**src/rtl/exe_stage_pipe_if.sv**
```systemverilog
// Bus bundle for the execute stage: ID/EX inputs, forwarding sources,
// pipeline control and the registered EX/MEM outputs.
// The master side (upstream/testbench) drives the inputs; the slave side is the stage.
interface exe_stage_pipe_if #(
  parameter int DATA_W = 8,
  parameter int ADDR_W = 8,
  parameter int REG_AW = 4
);
  logic              in_valid;
  logic [3:0]        alu_code;
  logic              use_imm;
  logic [ADDR_W-1:0] pc_in;
  logic [DATA_W-1:0] a_data;
  logic [DATA_W-1:0] b_data;
  logic [DATA_W-1:0] imm;
  logic [REG_AW-1:0] a_reg;
  logic [REG_AW-1:0] b_reg;
  logic [REG_AW-1:0] dst_in;
  logic              regwrt_in;
  logic [1:0]        mem_ctl_in;
  logic [3:0]        br_mask;
  logic              mem_regwrt;
  logic              wb_regwrt;
  logic [REG_AW-1:0] mem_dest;
  logic [REG_AW-1:0] wb_dest;
  logic [DATA_W-1:0] mem_data;
  logic [DATA_W-1:0] wb_data;
  logic              stall_in;
  logic              flush;
  logic              hold_up;
  logic              out_valid;
  logic [DATA_W-1:0] alu_result;
  logic [DATA_W-1:0] store_data;
  logic [ADDR_W-1:0] target_addr;
  logic              zero;
  logic              carry;
  logic [3:0]        branch_taken;
  logic [1:0]        mem_ctl_out;
  logic [REG_AW-1:0] dst_out;
  logic              regwrt_out;

  modport master (
    output in_valid, alu_code, use_imm, pc_in, a_data, b_data, imm, a_reg, b_reg,
           dst_in, regwrt_in, mem_ctl_in, br_mask, mem_regwrt, wb_regwrt, mem_dest,
           wb_dest, mem_data, wb_data, stall_in, flush,
    input  hold_up, out_valid, alu_result, store_data, target_addr, zero, carry,
           branch_taken, mem_ctl_out, dst_out, regwrt_out
  );

  modport slave (
    input  in_valid, alu_code, use_imm, pc_in, a_data, b_data, imm, a_reg, b_reg,
           dst_in, regwrt_in, mem_ctl_in, br_mask, mem_regwrt, wb_regwrt, mem_dest,
           wb_dest, mem_data, wb_data, stall_in, flush,
    output hold_up, out_valid, alu_result, store_data, target_addr, zero, carry,
           branch_taken, mem_ctl_out, dst_out, regwrt_out
  );
endinterface

```
**src/rtl/exe_stage_pipe.sv**
```systemverilog
// Execute stage with operand forwarding, ALU, branch evaluation and its own
// EX/MEM output register. Every output is registered except hold_up.
// Optional multi-cycle shift-add multiplier (alu_code 8) is built only when
// the macro EXE_MUL_EN is defined; otherwise code 8 yields 0 in one cycle.
module exe_stage_pipe #(
  parameter int DATA_W = 8,
  parameter int ADDR_W = 8,
  parameter int REG_AW = 4
) (
  input logic            clk,
  input logic            rst,
  exe_stage_pipe_if.slave bus
);

  localparam logic [DATA_W:0] ONE = {{DATA_W{1'b0}}, 1'b1};

  logic [DATA_W-1:0] fwd_a;
  logic [DATA_W-1:0] fwd_b;
  logic [DATA_W-1:0] op_b;
  logic [DATA_W:0]   sum;
  logic [DATA_W-1:0] alu_res;
  logic              alu_carry;
  logic              alu_zero;
  logic [ADDR_W-1:0] imm_addr;
  logic [ADDR_W-1:0] target;

  logic              n_valid;
  logic [DATA_W-1:0] n_result;
  logic              n_zero;
  logic              n_carry;
  logic [DATA_W-1:0] n_store;
  logic [ADDR_W-1:0] n_target;
  logic [1:0]        n_mem;
  logic [REG_AW-1:0] n_dst;
  logic              n_rw;
  logic [3:0]        n_mask;
  logic [3:0]        n_branch;

  // Branch offset is the immediate resized to the address width (sign-extended when narrower)
  generate
    if (DATA_W >= ADDR_W) begin : g_imm_trunc
      assign imm_addr = bus.imm[ADDR_W-1:0];
    end else begin : g_imm_sext
      assign imm_addr = {{(ADDR_W-DATA_W){bus.imm[DATA_W-1]}}, bus.imm};
    end
  endgenerate

  assign target = bus.pc_in + imm_addr;

  // Pick the freshest value of each source: MEM beats WB beats register file
  always_comb begin
    fwd_a = bus.a_data;
    if (bus.mem_regwrt && bus.mem_dest == bus.a_reg) fwd_a = bus.mem_data;
    else if (bus.wb_regwrt && bus.wb_dest == bus.a_reg) fwd_a = bus.wb_data;
    fwd_b = bus.b_data;
    if (bus.mem_regwrt && bus.mem_dest == bus.b_reg) fwd_b = bus.mem_data;
    else if (bus.wb_regwrt && bus.wb_dest == bus.b_reg) fwd_b = bus.wb_data;
    op_b = bus.use_imm ? bus.imm : fwd_b;
  end

  // Single-cycle ALU; carry only comes out of add/sub
  always_comb begin
    sum       = '0;
    alu_res   = '0;
    alu_carry = 1'b0;
    case (bus.alu_code)
      4'd0: begin
        sum       = {1'b0, fwd_a} + {1'b0, op_b};
        alu_res   = sum[DATA_W-1:0];
        alu_carry = sum[DATA_W];
      end
      4'd1: begin
        sum       = {1'b0, fwd_a} + {1'b0, ~op_b} + ONE;
        alu_res   = sum[DATA_W-1:0];
        alu_carry = sum[DATA_W];
      end
      4'd2:    alu_res = fwd_a & op_b;
      4'd3:    alu_res = fwd_a | op_b;
      4'd4:    alu_res = fwd_a ^ op_b;
      4'd5:    alu_res = ~fwd_a;
      4'd6:    alu_res = {fwd_a[DATA_W-2:0], 1'b0};
      4'd7:    alu_res = {1'b0, fwd_a[DATA_W-1:1]};
      4'd9:    alu_res = op_b;
      default: alu_res = '0;
    endcase
    alu_zero = (alu_res == '0);
  end

`ifdef EXE_MUL_EN
  typedef enum logic [1:0] {IDLE, MUL, DONE} state_t;

  localparam int CW = $clog2(DATA_W);
  localparam logic [CW-1:0] LAST = CW'(DATA_W - 1);

  state_t            state;
  logic [CW-1:0]     cnt;
  logic [DATA_W-1:0] mul_a;
  logic [DATA_W-1:0] mul_b;
  logic [DATA_W-1:0] acc;
  logic [DATA_W-1:0] l_store;
  logic [ADDR_W-1:0] l_target;
  logic [REG_AW-1:0] l_dst;
  logic              l_rw;
  logic [1:0]        l_mem;
  logic [3:0]        l_mask;
  logic              mul_start;

  assign mul_start   = (state == IDLE) && bus.in_valid && (bus.alu_code == 4'd8);
  assign bus.hold_up = bus.stall_in || (state == MUL) || mul_start;

  // Multiplier sequencer: latch operands, one shift-add step per cycle, then wait to retire
  always_ff @(posedge clk or posedge rst) begin
    if (rst) begin
      state    <= IDLE;
      cnt      <= '0;
      mul_a    <= '0;
      mul_b    <= '0;
      acc      <= '0;
      l_store  <= '0;
      l_target <= '0;
      l_dst    <= '0;
      l_rw     <= 1'b0;
      l_mem    <= '0;
      l_mask   <= '0;
    end else if (bus.flush) begin
      state <= IDLE;
      cnt   <= '0;
    end else begin
      case (state)
        IDLE: begin
          if (mul_start) begin
            mul_a    <= fwd_a;
            mul_b    <= op_b;
            acc      <= '0;
            cnt      <= '0;
            l_store  <= fwd_b;
            l_target <= target;
            l_dst    <= bus.dst_in;
            l_rw     <= bus.regwrt_in;
            l_mem    <= bus.mem_ctl_in;
            l_mask   <= bus.br_mask;
            state    <= MUL;
          end
        end
        MUL: begin
          if (mul_b[0]) acc <= acc + mul_a;
          mul_a <= mul_a << 1;
          mul_b <= mul_b >> 1;
          cnt   <= cnt + CW'(1);
          if (cnt == LAST) state <= DONE;
        end
        DONE: begin
          if (!bus.stall_in) state <= IDLE;
        end
        default: state <= IDLE;
      endcase
    end
  end
`else
  assign bus.hold_up = bus.stall_in;
`endif

  // Choose what the EX/MEM register captures next: ALU result, finished product or a bubble
  always_comb begin
    n_valid  = bus.in_valid && !bus.flush;
    n_result = alu_res;
    n_zero   = alu_zero;
    n_carry  = alu_carry;
    n_store  = fwd_b;
    n_target = target;
    n_mem    = bus.mem_ctl_in;
    n_dst    = bus.dst_in;
    n_rw     = bus.regwrt_in;
    n_mask   = bus.br_mask;
`ifdef EXE_MUL_EN
    if (state == DONE) begin
      n_valid  = !bus.flush;
      n_result = acc;
      n_zero   = (acc == '0);
      n_carry  = 1'b0;
      n_store  = l_store;
      n_target = l_target;
      n_mem    = l_mem;
      n_dst    = l_dst;
      n_rw     = l_rw;
      n_mask   = l_mask;
    end else if (state == MUL || mul_start) begin
      n_valid = 1'b0;
    end
`endif
    n_branch = {n_mask[3] & n_zero, n_mask[2] & ~n_zero,
                n_mask[1] & n_carry, n_mask[0] & ~n_carry};
    if (!n_valid) begin
      n_rw     = 1'b0;
      n_mem    = '0;
      n_branch = '0;
    end
  end

  // EX/MEM register: holds on downstream stall, otherwise captures the selected values
  always_ff @(posedge clk or posedge rst) begin
    if (rst) begin
      bus.out_valid    <= 1'b0;
      bus.alu_result   <= '0;
      bus.store_data   <= '0;
      bus.target_addr  <= '0;
      bus.zero         <= 1'b0;
      bus.carry        <= 1'b0;
      bus.branch_taken <= '0;
      bus.mem_ctl_out  <= '0;
      bus.dst_out      <= '0;
      bus.regwrt_out   <= 1'b0;
    end else if (!bus.stall_in) begin
      bus.out_valid    <= n_valid;
      bus.alu_result   <= n_result;
      bus.store_data   <= n_store;
      bus.target_addr  <= n_target;
      bus.zero         <= n_zero;
      bus.carry        <= n_carry;
      bus.branch_taken <= n_branch;
      bus.mem_ctl_out  <= n_mem;
      bus.dst_out      <= n_dst;
      bus.regwrt_out   <= n_rw;
    end
  end

endmodule

```
**src/flat_wrapper.sv**
```systemverilog
// flat-port wrapper written by rule: the top's interface ports become plain ports
module exe_stage_pipe_flat 
#(
  parameter int DATA_W = 8,
  parameter int ADDR_W = 8,
  parameter int REG_AW = 4
)
  (clk, rst, bus_in_valid, bus_alu_code, bus_use_imm, bus_pc_in, bus_a_data, bus_b_data, bus_imm, bus_a_reg, bus_b_reg, bus_dst_in, bus_regwrt_in, bus_mem_ctl_in, bus_br_mask, bus_mem_regwrt, bus_wb_regwrt, bus_mem_dest, bus_wb_dest, bus_mem_data, bus_wb_data, bus_stall_in, bus_flush, bus_hold_up, bus_out_valid, bus_alu_result, bus_store_data, bus_target_addr, bus_zero, bus_carry, bus_branch_taken, bus_mem_ctl_out, bus_dst_out, bus_regwrt_out);
  exe_stage_pipe_if #(.DATA_W(DATA_W), .ADDR_W(ADDR_W), .REG_AW(REG_AW)) bus_i ();
  input logic clk;
  input logic rst;
  input wire logic [$bits(bus_i.in_valid)-1:0] bus_in_valid;
  input wire logic [$bits(bus_i.alu_code)-1:0] bus_alu_code;
  input wire logic [$bits(bus_i.use_imm)-1:0] bus_use_imm;
  input wire logic [$bits(bus_i.pc_in)-1:0] bus_pc_in;
  input wire logic [$bits(bus_i.a_data)-1:0] bus_a_data;
  input wire logic [$bits(bus_i.b_data)-1:0] bus_b_data;
  input wire logic [$bits(bus_i.imm)-1:0] bus_imm;
  input wire logic [$bits(bus_i.a_reg)-1:0] bus_a_reg;
  input wire logic [$bits(bus_i.b_reg)-1:0] bus_b_reg;
  input wire logic [$bits(bus_i.dst_in)-1:0] bus_dst_in;
  input wire logic [$bits(bus_i.regwrt_in)-1:0] bus_regwrt_in;
  input wire logic [$bits(bus_i.mem_ctl_in)-1:0] bus_mem_ctl_in;
  input wire logic [$bits(bus_i.br_mask)-1:0] bus_br_mask;
  input wire logic [$bits(bus_i.mem_regwrt)-1:0] bus_mem_regwrt;
  input wire logic [$bits(bus_i.wb_regwrt)-1:0] bus_wb_regwrt;
  input wire logic [$bits(bus_i.mem_dest)-1:0] bus_mem_dest;
  input wire logic [$bits(bus_i.wb_dest)-1:0] bus_wb_dest;
  input wire logic [$bits(bus_i.mem_data)-1:0] bus_mem_data;
  input wire logic [$bits(bus_i.wb_data)-1:0] bus_wb_data;
  input wire logic [$bits(bus_i.stall_in)-1:0] bus_stall_in;
  input wire logic [$bits(bus_i.flush)-1:0] bus_flush;
  output wire logic [$bits(bus_i.hold_up)-1:0] bus_hold_up;
  output wire logic [$bits(bus_i.out_valid)-1:0] bus_out_valid;
  output wire logic [$bits(bus_i.alu_result)-1:0] bus_alu_result;
  output wire logic [$bits(bus_i.store_data)-1:0] bus_store_data;
  output wire logic [$bits(bus_i.target_addr)-1:0] bus_target_addr;
  output wire logic [$bits(bus_i.zero)-1:0] bus_zero;
  output wire logic [$bits(bus_i.carry)-1:0] bus_carry;
  output wire logic [$bits(bus_i.branch_taken)-1:0] bus_branch_taken;
  output wire logic [$bits(bus_i.mem_ctl_out)-1:0] bus_mem_ctl_out;
  output wire logic [$bits(bus_i.dst_out)-1:0] bus_dst_out;
  output wire logic [$bits(bus_i.regwrt_out)-1:0] bus_regwrt_out;
  assign bus_i.in_valid = bus_in_valid;
  assign bus_i.alu_code = bus_alu_code;
  assign bus_i.use_imm = bus_use_imm;
  assign bus_i.pc_in = bus_pc_in;
  assign bus_i.a_data = bus_a_data;
  assign bus_i.b_data = bus_b_data;
  assign bus_i.imm = bus_imm;
  assign bus_i.a_reg = bus_a_reg;
  assign bus_i.b_reg = bus_b_reg;
  assign bus_i.dst_in = bus_dst_in;
  assign bus_i.regwrt_in = bus_regwrt_in;
  assign bus_i.mem_ctl_in = bus_mem_ctl_in;
  assign bus_i.br_mask = bus_br_mask;
  assign bus_i.mem_regwrt = bus_mem_regwrt;
  assign bus_i.wb_regwrt = bus_wb_regwrt;
  assign bus_i.mem_dest = bus_mem_dest;
  assign bus_i.wb_dest = bus_wb_dest;
  assign bus_i.mem_data = bus_mem_data;
  assign bus_i.wb_data = bus_wb_data;
  assign bus_i.stall_in = bus_stall_in;
  assign bus_i.flush = bus_flush;
  assign bus_hold_up = bus_i.hold_up;
  assign bus_out_valid = bus_i.out_valid;
  assign bus_alu_result = bus_i.alu_result;
  assign bus_store_data = bus_i.store_data;
  assign bus_target_addr = bus_i.target_addr;
  assign bus_zero = bus_i.zero;
  assign bus_carry = bus_i.carry;
  assign bus_branch_taken = bus_i.branch_taken;
  assign bus_mem_ctl_out = bus_i.mem_ctl_out;
  assign bus_dst_out = bus_i.dst_out;
  assign bus_regwrt_out = bus_i.regwrt_out;
  exe_stage_pipe #(.DATA_W(DATA_W), .ADDR_W(ADDR_W), .REG_AW(REG_AW)) u_core (.clk(clk), .rst(rst), .bus(bus_i));
endmodule
```
**config.mk**
```make
export PLATFORM = sky130hd
export DESIGN_NAME = exe_stage_pipe_flat
export DESIGN_NICKNAME = d
export VERILOG_FILES = /design/src/rtl/exe_stage_pipe_if.sv /design/src/rtl/exe_stage_pipe.sv /design/src/flat_wrapper.sv
export SDC_FILE = /design/constraint.sdc
export NUM_CORES = 1
export LEC_CHECK = 0
export BUFFER_PORTS_ARGS = -buffer_cell sky130_fd_sc_hd__buf_2
export CORE_MARGIN = 3
export CORE_UTILIZATION = 45
export DETAILED_ROUTE_END_ITERATION = 10
export PLACE_DENSITY = 0.76
export SYNTH_ARGS = -nofsm -noshare
export SYNTH_HDL_FRONTEND = slang
export SYNTH_SLANG_ARGS = --single-unit
```
**constraint.sdc**
```tcl
create_clock -name clk -period 0.8 [get_ports clk]
set_input_delay 0 -clock clk [delete_from_list [all_inputs] [get_ports clk]]
set_output_delay 0 -clock clk [all_outputs]
set_load 0.005 [all_outputs]
```
==> flow_summary.json, run 1 <==
{
  "status": "finished, violations left",
  "violations": "setup timing",
  "tightest_slew_ns": 0.930,
  "crit_buf_inv": 4,
  "relSlewSlack": 0.379,
  "cpMostUsedCell": "buf_4",
  "crit_slowest_cell": "a221oi_2",
  "stdcell_count": 890,
  "wl_met2_mm": 10.8,
  "antenna_left": 0,
  "grt_pass1_wl_mm": 29.0,
  "grt_max_degree": 39,
  "final_common_cell": "buf_4",
  "syn_area_sq_um": 3930,
  "drc": 0,
  "placed_area_sq_um": 5930,
  "firstDrtPassIters": 9,
  "core-area_sq_um": 8340,
  "ys_types": 74,
  "antenna-diode-count": 0,
  "placedCellCount": 828,
  "numCtsBuffers": 5,
  "async_flop_share": 1.00,
  "synth_fp_nets": 596,
  "worst-setup-path-type": "input pin to register",
  "ios": 126,
  "final_cell_mix": "buf_4, buf_2, nand2_1, dfrtp_1, buf_6",
  "powerDensity_nw_per_um2": 1330,
  "synth_area_leaders": "dfrtp_1, ha_1, o21ai_0",
  "fillers": 334,
  "crit_path_end_kind": "register",
  "wl_met3_mm": 3.31,
  "vias": 6155,
  "synth_top_area_frac": 0.242,
  "dr.first_iter.drc_count": 1060,
  "nets": 906,
  "die_h_um": 99.4,
  "antenna_found_initial": 0,
  "path_delay_family": "compound AO/OA/AOI/OAI gates",
  "clock-sinks": 38,
  "crit_arrival_ns": 4.08,
  "cellLeakagePower_nw": 3.48,
  "cp.required_ns": 1.01,
  "synth_area_per_cell_sq_um": 8.29,
  "start_kind": "input pin",
  "clock_skew_ns": 0,
  "place.gp.congestion": 0.986,
  "clockRootBuffer": "clkbuf_8",
  "yosys_warnings": 0,
  "clk_path_buf_depth": 2,
  "critPathMaxStageDelay_ns": 0.38,
  "top_layer": "met4",
  "fin_crit_sh": 4.84,
  "clock_latency_ns": 0.31,
  "wl_mm": 25.3,
  "wire_per_inst_um": 28.4,
  "vias_per_cell": 6.92,
  "regArea_sq_um": 951,
  "holdCritPathClass": "input pin to register",
  "multi_input_area_sq_um": 3510,
  "synthFlopType": "dfrtp_1",
  "reg2reg_setup_slack_ns": -0.08,
  "numPortBuffers": 125,
  "area_growth_pct": 85.9,
  "htreeDepth": 2,
  "yosysTopAreaCell": "dfrtp_1",
  "layout-drive-gt1-share": 0.610,
  "cp_max_fo": 5,
  "cts.reportedPaths.clkPinSlew_ns": 0.09,
  "synth-edff-count": 0,
  "hold_violations": 0,
  "worstPathCellList": "buf_2, xnor2_2, nand3_2, buf_4, nor3_1, a31oi_4, buf_4, ha_1, nand2b_1, o31a_1, buf_4, mux2i_2, xnor2_1, a221oi_2, o211ai_1, nor2_1, nand4_1, a32o_1",
  "dp_slack_ns": -2.96,
  "dp_hpwl_mm": 12.2,
  "grt_util_all_layers": 0.372,
  "netlist_instances": 474,
  "dieArea_sq_um": 9880,
  "fmax_mhz": 258,
  "wl_met1_mm": 8.12,
  "ys_ff_latch": 38,
  "maxSlewViolCount": 0,
  "seq_area_frac_synth": 0.242,
  "finalWorstSetupSlack_ns": -3.07,
  "grt_pass1_vias": 5571,
  "initial_core_util": 0.471,
  "dieWidth_um": 99.4,
  "rsz0062_at_grt": "yes",
  "cts_tree": "done",
  "grt_overflow": 0,
  "finalSetupViolCount": 68,
  "report.power.total_w": 0.00972,
  "ir_drop_uv": 1730,
  "final_cell_area_sq_um": 7300,
  "core.rowCount": 33,
  "fin_crit_ns": 3.87,
  "max_cap_violations": 0,
  "tns_ns": -45.65
}
-- cells in the mapped netlist (3+ instances only) --
cell type / n
nand4_1: 5
o21ai_0: 43
o21a_1: 4
nand2b_1: 8
nand3_1: 10
xor2_1: 3
inv_2: 3
dfrtp_1: 38
buf_2: 6
fa_1: 3
mux2i_1: 9
o21bai_1: 5
a22oi_1: 6
clkbuf_1: 16
ha_1: 32
nand2_1: 48
a21o_1: 5
a21oi_1: 21
and3_1: 4
inv_1: 35
a32o_1: 5
a31o_2: 5
mux2_2: 14
o2bb2ai_1: 4
a32oi_1: 3
o31ai_1: 5
nor2b_1: 7
xnor2_1: 23
buf_1: 3
nor2_1: 21
a31oi_1: 10
or3_1: 5
nor3_1: 11
-- timing repair --
action / 4_1_cts / 5_1_grt
endpoints found under the setup margin: 56 / 68
pin swaps: 61 / 69
resized for setup: 106 / 81
endpoints found under the hold margin: 47 / 0
hold buffers: 10 / 0
buffers inserted: 25 / 37
-- stage by stage --
stage | hold slack [ns] | util
2_1_floorplan | -0.0339 | -
3_3_place_gp | 0.0511 | 0.711
3_5_place_dp | 0.0590 | 0.711
4_1_cts | 0.108 | 0.811
5_1_grt | 0.114 | 0.875
6_report | 0.105 | 0.875
-- worst register-to-register path: cells and delay by family (launching register included) --
kind	cells	cell delay, ns
mux	1	0.23
flops	1	0.39
buf+inv	2	0.16
-- registers in the layout (all words and copies together) (netlist names) --
name,cells
u_core.bus.alu_result,8
u_core.bus.store_data,8
u_core.bus.target_addr,8
u_core.bus.branch_taken,4
u_core.bus.dst_out,4
u_core.bus.mem_ctl_out,2
u_core.bus.carry,1
u_core.bus.out_valid,1
u_core.bus.regwrt_out,1
u_core.bus.zero,1
-- cells by family (layout without fill, tap and decap cells) --
family,after synthesis,count (layout),synth area share
muxes,24,24,0.0688
adders and majority gates,35,35,0.117
and+or+nand+nor,133,133,0.170
DFF,38,38,0.242
xor gates and xnor gates,26,26,0.0580
buffers and inverters,66,377,0.0688
AOI/OAI and AO/OA,152,152,0.275
-- cell type report --
class,count,share of cell area
multi-input cells,370,0.480
flip-flops and latches,38,0.130
well taps,105,0.0180
repair buffers,331,0.338
inverters,38,0.0204
clock inverters,2,0.00171
clock buffers,6,0.0113
-- report_power, final --
group	internal, W	total, W	switching, W
logic	0.00288	0.00582	0.00295
registers	0.00217	0.00238	0.000204
clock network	0.000695	0.00152	0.000827
total	0.00574	0.00972	0.00398
-- metal layers --
metal	GRT usage	vias to the layer above
met3	0.0477	303
met1	0.442	2820
li1	-	2345
met5	0	-
met4	0.202	0
met2	0.648	687
-- worst paths after layout --
check | startpoint | endpoint | cells after the start
worst max-delay path | bus_a_reg[1] | u_core.bus.branch_taken[2]$_DFFE_PP0N_ | 18
worst min-delay path | bus_mem_data[3] | u_core.bus.store_data[3]$_DFFE_PP0N_ | 3
worst max register to register | u_core.bus.alu_result[6]$_DFFE_PP0N_ | u_core.bus.alu_result[6]$_DFFE_PP0N_ | 3
worst min register to register | u_core.bus.alu_result[1]$_DFFE_PP0N_ | u_core.bus.alu_result[1]$_DFFE_PP0N_ | 1
max in group asynchronous | rst | u_core.bus.branch_taken[0]$_DFFE_PP0N_ | 4
min in group asynchronous | rst | u_core.bus.alu_result[6]$_DFFE_PP0N_ | 4
Power figures use the tool's default switching activity.
==> run 2: changes to the inputs <==
ABC_AREA = 1   (was unset)
PLACE_DENSITY = 0.75   (was 0.76)
RECOVER_POWER = 100   (was unset)
==> run 2 against run 1 <==
Net effect: the run now fails in 5_1_grt; synthesized area rose by 7.5%; synthesized cell count rose by 43%.
==> flow_summary.json, run 2 <==
{
  "status": "did not finish",
  "stop_stage": "5_1_grt",
  "firstError": "[ERROR GRT-0232] Routing congestion too high. Check the congestion heatmap in the GUI.",
  "grt_overflow": 30,
  "antenna_found_initial": 4,
  "numPortBuffers": 125,
  "grt_max_degree": 39,
  "htreeDepth": 2,
  "yosysTopAreaCell": "dfrtp_1",
  "ys_types": 42,
  "core.rowCount": 34,
  "clk_path_buf_depth": 2,
  "dp_slack_ns": -2.29,
  "grt_util_all_layers": 0.782,
  "synth-edff-count": 0,
  "dieWidth_um": 103,
  "crit_endpoint": "u_core.bus.branch_taken[2]$_DFFE_PP0N_/D",
  "die_h_um": 103,
  "numCtsBuffers": 5,
  "yosysMostFrequentCell": "nand2_1",
  "syn_area_sq_um": 4220,
  "worst_endpoint_kind": "register data pin",
  "clock-sinks": 38,
  "async_flop_share": 1.00,
  "yosys_warnings": 0,
  "synth_fp_nets": 802,
  "seq_area_frac_synth": 0.225,
  "synth_top_area_frac": 0.225,
  "place.gp.congestion": 0.967,
  "ios": 126,
  "synth_area_per_cell_sq_um": 6.21,
  "synth_area_leaders": "dfrtp_1, nand2_1, ha_1",
  "synthTopCellsByCount": "nand2_1, inv_1, nand3_1",
  "initial_core_util": 0.472,
  "ys_ff_latch": 38,
  "clockRootBuffer": "clkbuf_8",
  "netlist_instances": 680,
  "dp_hpwl_mm": 12.6,
  "synthFlopType": "dfrtp_1"
}
==> run 2: changes by cell type after synthesis, sizes merged, moves of 14 or more <==
cell	change
nand2	+150
nand3	+71
inv	+70
nor2	+51
nand4	+25
xnor2	-22
o21ai	-15
mux2	-14
==> run 2: per-stage QoR <==
step                      instance area (sq um)  instances
after floorplan                            4350        680
after global placement                     6070       1031
after detailed placement                   6070       1031
after CTS                                  7360       1121
==> run 2: kinds of logic after synthesis <==
| logic type | count (synthesis) | share of synthesized area |
|---|---|---|
| buffers and inverters | 130 | 0.124 |
| xor gates and xnor gates | 7 | 0.0145 |
| AOI/OAI and AO/OA | 74 | 0.101 |
| DFF | 38 | 0.225 |
| and+or+nand+nor | 396 | 0.427 |
| adders and majority gates | 35 | 0.109 |
==> run 2: timing repair <==
item                                    CTS
endpoints found under the hold margin    47
pin swaps                                70
buffers inserted                         80
hold buffers                             10
endpoints found under the setup margin   64
gates resized for setup                 122
==> run 2: metal layers <==
layer	GRT overflow	GRT usage
met1	1	0.777
met2	12	0.880
met3	0	0.731
met4	17	0.731
met5	0	0.510
==> run 3: changes to the inputs <==
CORE_UTILIZATION = 30   (was 45)
PLACE_DENSITY = unset   (was 0.75)
PLACE_DENSITY_LB_ADDON = 0.15   (was unset)
clock period = 1 ns   (was 0.8 ns; I/O delays follow)
==> run 3 against run 2 <==
Net effect: the flow now finishes, with violations (setup timing); synthesized cell count stayed put; synthesized area stayed put.
==> flow_summary.json, run 3 <==
{
  "core-area_sq_um": 13500,
  "vias": 5400,
  "numCtsBuffers": 5,
  "ios": 126,
  "crit_slowest_cell": "fa_2",
  "top_usage_layer": "met2",
  "synth_area_per_cell_sq_um": 6.21,
  "synth_fp_nets": 802,
  "synth_top_area_frac": 0.225,
  "start_kind": "input pin",
  "synthMuxAreaShare": 0,
  "grt_pass1_vias": 5326,
  "powerDensity_nw_per_um2": 977,
  "dp_slack_ns": -2.20,
  "largestRegisters": "u_core.bus.alu_result (8), u_core.bus.store_data (8), u_core.bus.target_addr (8)",
  "crit_start": "bus_mem_dest[2]",
  "cts.reportedPaths.clkPinSlew_ns": 0.06,
  "dieArea_sq_um": 15500,
  "clock_latency_ns": 0.27,
  "clockRootBuffer": "clkbuf_16",
  "synthFlopType": "dfrtp_1",
  "rsz0062_at_grt": "yes",
  "grt_overflow": 0,
  "nets": 1093,
  "cp_num_cells": 31,
  "reg2reg_setup_slack_ns": 0.31,
  "dieWidth_um": 125,
  "finalWorstSetupSlack_ns": -1.73,
  "yosys_warnings": 0,
  "hold_violations": 0,
  "synth_xor_area_frac": 0.0145,
  "relSlewSlack": 0.579,
  "place.gp.congestion": 0.890,
  "antenna_left": 0,
  "grt_util_all_layers": 0.207,
  "synthSimpleGateAreaFrac": 0.427,
  "max_cap_violations": 0,
  "crit_arrival_ns": 2.90,
  "cp.required_ns": 1.17,
  "synth_top_family_by_area": "simple AND/OR/NAND/NOR gates",
  "rr_startpoint": "u_core.bus.mem_ctl_out[1]$_DFFE_PP0N_",
  "async_flop_share": 1.00,
  "crit_path_end_kind": "register",
  "antenna-diode-count": 0,
  "status": "finished, violations left",
  "tightest_slew_ns": 0.627,
  "core.rowCount": 42,
  "clk_path_buf_depth": 2,
  "synth_area_leaders": "dfrtp_1, nand2_1, ha_1",
  "fin_crit_ns": 2.73,
  "initial_core_util": 0.312,
  "reg2reg_to": "u_core.bus.mem_ctl_out[1]$_DFFE_PP0N_",
  "vias_per_cell": 4.70,
  "grt_use_met3": 0.0227,
  "ir_drop_uv": 687,
  "final_common_cell": "nand2_1",
  "fin_crit_sh": 2.73,
  "fmax_mhz": 366,
  "firstDrtPassIters": 5,
  "cp_max_fo": 6,
  "area_growth_pct": 73.9,
  "wl_mm": 16.9,
  "yosysTopAreaCell": "dfrtp_1",
  "synth_adder_area_share": 0.109,
  "grt_max_degree": 39,
  "synth-edff-count": 0,
  "synth-compound-area-share": 0.101,
  "maxSlewViolCount": 0,
  "clock-sinks": 38,
  "die_h_um": 125,
  "synthTopCellsByCount": "nand2_1, inv_1, nand3_1",
  "critPathMaxStageDelay_ns": 0.36,
  "ys_ff_latch": 38,
  "dp_hpwl_mm": 13.8,
  "setup.worst_path.end": "u_core.bus.branch_taken[2]$_DFFE_PP0N_",
  "yosysMostFrequentCell": "nand2_1",
  "path_delay_family": "simple AND/OR/NAND/NOR gates",
  "grtUsageMet2": 0.362,
  "final_cell_mix": "nand2_1, buf_4, buf_2, inv_1, nand3_1",
  "crit_buf_inv": 6,
  "grt_pass1_wl_mm": 26.8,
  "r2r_cells": 2,
  "violations": "setup timing",
  "finalSetupViolCount": 24,
  "seq_area_frac_synth": 0.225,
  "report.power.total_w": 0.00717,
  "wire_per_inst_um": 14.7,
  "ys_types": 42,
  "use_met1": 0.278,
  "holdCritPathClass": "input pin to register",
  "syn_area_sq_um": 4220,
  "dr.first_iter.drc_count": 278,
  "numPortBuffers": 125,
  "cts_tree": "done",
  "antenna_found_initial": 0,
  "worst-setup-path-type": "input pin to register",
  "clock_skew_ns": 0,
  "drc": 0,
  "layout-drive-gt1-share": 0.465,
  "fin_util": 0.543,
  "htreeDepth": 2,
  "final_cell_area_sq_um": 7340,
  "placed_area_sq_um": 6230,
  "netlist_instances": 680,
  "cellLeakagePower_nw": 3.91
}
==> run 3: cell counts after synthesis <==
No cell type changed its count.
==> run 3: timing repair <==
item                                    4_1_cts  5_1_grt
pin swaps                                    67       69
setup buffers                                16       18
endpoints found under the setup margin       26       26
hold buffers                                  8        0
gates resized for setup                     119       75
endpoints found under the hold margin        45        0
==> run 3: worst min path at each step <==
stage | start | to | slack (ns) | cells past startpoint
2_1_floorplan | bus_stall_in | bus_hold_up | 0.08 | 1
3_3_place_gp | rst | u_core.bus.dst_out[1]$_DFFE_PP0N_ | 0.07 | 3
3_5_place_dp | rst | u_core.bus.dst_out[1]$_DFFE_PP0N_ | 0.07 | 3
4_1_cts | bus_mem_ctl_in[1] | u_core.bus.mem_ctl_out[1]$_DFFE_PP0N_ | 0.02 | 3
5_1_grt | bus_mem_ctl_in[1] | u_core.bus.mem_ctl_out[1]$_DFFE_PP0N_ | 0.02 | 3
6_report | bus_mem_ctl_in[1] | u_core.bus.mem_ctl_out[1]$_DFFE_PP0N_ | 0.01 | 3
==> run 3: where the power goes <==
group          internal (W)  switching, W
combinational       0.00182       0.00195
clock              0.000987      0.000607
sequential          0.00171     0.0000970
==> run 3: area by class of cell <==
cell class	count	area (sq um)
inverter	112	450
clock buffer	6	139
timing repair buffer	302	2120
fill	1339	6170
clock inverter	2	12.5
tap	176	220
multi-input combinational	512	3450
sequential	38	951
==> run 3: logic make-up (layout without fill, tap and decap cells) <==
group | count (synthesis) | after routing
fa+ha+maj | 35 | 35
xor+xnor | 7 | 7
flops | 38 | 38
simple gates | 396 | 396
compound gates | 74 | 74
buf+inv | 130 | 422
==> run 3: stage by stage <==
stage	setup TNS, ns	instances	hold WS, ns
2_1_floorplan	-20.22	680	0.0808
3_3_place_gp	-32.32	1108	0.0670
3_5_place_dp	-33.16	1108	0.0723
4_1_cts	-22.78	1135	0.0159
5_1_grt	-26.56	1148	0.0235
6_report	-23.01	1148	0.0131
==> run 3: routing by layer <==
metal | wire [um] | vias to the layer above
met1 | 7710 | 2504
met4 | 217 | 0
met3 | 591 | 14
met5 | 0 | -
met2 | 8380 | 99
li1 | - | 2783
==> run 3: worst min-delay path: stages <==
cell and delay [ns]:
buf_2 0.10, inv_1 0.04, o21ai_0 0.09
==> run 4: changes to the inputs <==
TNS_END_PERCENT = 20   (was unset)
==> run 4 against run 3 <==
Net effect: the flow still finishes with violations (setup timing); clock power rose by 27%; core utilization fell by 3.3 points; sequential power about the same; combinational power fell by 11%; clock skew unchanged; worst hold slack improved by 0.0011 ns; sequential share of layout area grew 0.84 points; via count is 0.28% higher.
==> flow_summary.json, run 4 (same netlist as run 3, synthesis figures left out) <==
{
  "status": "finished, violations left",
  "violations": "setup timing",
  "core-area_sq_um": 13500,
  "ios": 126,
  "ir_drop_uv": 835,
  "start_kind": "input pin",
  "area_growth_pct": 63.3,
  "antenna-diode-count": 0,
  "initial_core_util": 0.312,
  "wire_per_inst_um": 14.5,
  "fmax_mhz": 376,
  "critPathMaxStageDelay_ns": 0.29,
  "relSlewSlack": 0.547,
  "grt_pass1_wl_mm": 26.0,
  "place.gp.congestion": 0.964,
  "fillers": 1375,
  "clockRootBuffer": "clkbuf_16",
  "numCtsBuffers": 5,
  "grt_pass1_vias": 5312,
  "grt_max_degree": 39,
  "largestRegisters": "u_core.bus.alu_result (8), u_core.bus.store_data (8), u_core.bus.target_addr (8)",
  "r2r_cells": 2,
  "cpMostUsedCell": "nand2_1",
  "antenna_found_initial": 0,
  "die_h_um": 125,
  "dieArea_sq_um": 15500,
  "cellLeakagePower_nw": 3.79,
  "tightest_slew_ns": 0.676,
  "min_path_cells": 3,
  "layout-drive-gt1-share": 0.404,
  "dr.first_iter.drc_count": 275,
  "clock_latency_ns": 0.27,
  "clock_skew_ns": 0,
  "fin_crit_ns": 2.66,
  "cts_tree": "done",
  "reg2reg_to": "u_core.bus.carry$_DFFE_PP0N_",
  "reg2reg_setup_slack_ns": 0.32,
  "crit_path_end_kind": "register",
  "finalSetupViolCount": 22,
  "max_cap_violations": 0,
  "cp_num_cells": 25,
  "rr_startpoint": "u_core.bus.carry$_DFFE_PP0N_",
  "numPortBuffers": 125,
  "htreeDepth": 2,
  "nets": 1081,
  "crit_slowest_cell": "ha_4",
  "cp_max_fo": 6,
  "antenna_left": 0,
  "vias_per_cell": 4.77,
  "grt_util_all_layers": 0.202,
  "fin_crit_sh": 2.66,
  "cts.reportedPaths.clkPinSlew_ns": 0.06,
  "vias": 5415,
  "rsz0062_at_grt": "yes",
  "worst-setup-path-type": "input pin to register",
  "path_delay_family": "simple AND/OR/NAND/NOR gates",
  "finalWorstSetupSlack_ns": -1.66,
  "grt_overflow": 0,
  "final_common_cell": "nand2_1",
  "fin_util": 0.510,
  "hold_start": "bus_br_mask[0]",
  "crit_arrival_ns": 2.83,
  "clk_path_buf_depth": 2,
  "maxSlewViolCount": 0,
  "core.rowCount": 42,
  "dieWidth_um": 125,
  "wl_mm": 16.5,
  "holdCritPathClass": "input pin to register",
  "drc": 0,
  "hold_violations": 0,
  "cp.required_ns": 1.17,
  "final_cell_mix": "nand2_1, buf_4, buf_2, inv_1, nand3_1",
  "crit_buf_inv": 7,
  "dp_hpwl_mm": 13.5,
  "clock-sinks": 38,
  "tns_ns": -21.86,
  "firstDrtPassIters": 6,
  "powerDensity_nw_per_um2": 1040,
  "worstHoldEndpoint": "u_core.bus.branch_taken[0]$_DFFE_PP0N_"
}
run 4: power by group:
| group | internal, W | switching, W |
|---|---|---|
| clock network | 0.00143 | 0.000593 |
| registers | 0.00171 | 0.000103 |
| logic | 0.00157 | 0.00177 |
| total | 0.00472 | 0.00247 |
run 4: area by class of cell:
cell class	count	area (sq um)	share of cell area
clock inverters	3	68.8	0.00999
multi-input cells	512	3160	0.458
repair buffers	290	1940	0.282
well taps	176	220	0.0320
flip-flops and latches	38	951	0.138
inverters	112	427	0.0619
clock buffers	5	125	0.0182
run 4: routing by layer:
| metal | vias to the layer above | part of all wire | GRT usage | wire [um] |
|---|---|---|---|---|
| li1 | 2748 | - | - | - |
| met4 | 0 | 0.025 | 0.0484 | 412 |
| met3 | 29 | 0.038 | 0.0202 | 633 |
| met1 | 2495 | 0.45 | 0.265 | 7460 |
| met2 | 143 | 0.48 | 0.355 | 7960 |
| met5 | - | 0 | 0 | 0 |
run 4: worst max path at each step:
stage	startpoint	to	slack, ns
final	bus_wb_dest[0]	u_core.bus.branch_taken[2]$_DFFE_PP0N_	-1.66
after CTS	bus_mem_dest[2]	u_core.bus.branch_taken[2]$_DFFE_PP0N_	-1.65
after global routing	bus_b_reg[2]	u_core.bus.branch_taken[2]$_DFFE_PP0N_	-1.96
after detailed placement	bus_b_reg[2]	u_core.bus.branch_taken[2]$_DFFE_PP0N_	-2.15
after global placement	bus_b_reg[2]	u_core.bus.branch_taken[2]$_DFFE_PP0N_	-2.20
after floorplan	bus_b_reg[2]	u_core.bus.branch_taken[2]$_DFFE_PP0N_	-1.76
run 4: through the flow:
stage | std cells | total power, W | area (sq um) | setup WS [ns] | hold WS (ns)
global placement | 1100 | 0.00473 | 6110 | -2.20 | 0.0660
global route | 1136 | 0.00767 | 6890 | -1.96 | 0.0140
finish | 1136 | 0.00719 | 6890 | -1.66 | 0.0142
floorplan | 680 | 0.00327 | 4260 | -1.76 | 0.0808
CTS | 1126 | 0.00712 | 6730 | -1.65 | 0.0270
detailed placement | 1100 | 0.00476 | 6110 | -2.15 | 0.0690
run 4: timing repair:
item / CTS / global route
setup endpoints to repair: 22 / 25
pin swaps: 38 / 33
hold buffers: 9 / 0
gates cloned: 0 / 0
setup buffers: 9 / 10
endpoints found under the hold margin: 46 / 0
resized for setup: 62 / 38
run 4: tightest hold or removal path: stages:
cell and delay (ns):
buf_2 0.10, nand4_1 0.08, o21ai_1 0.07
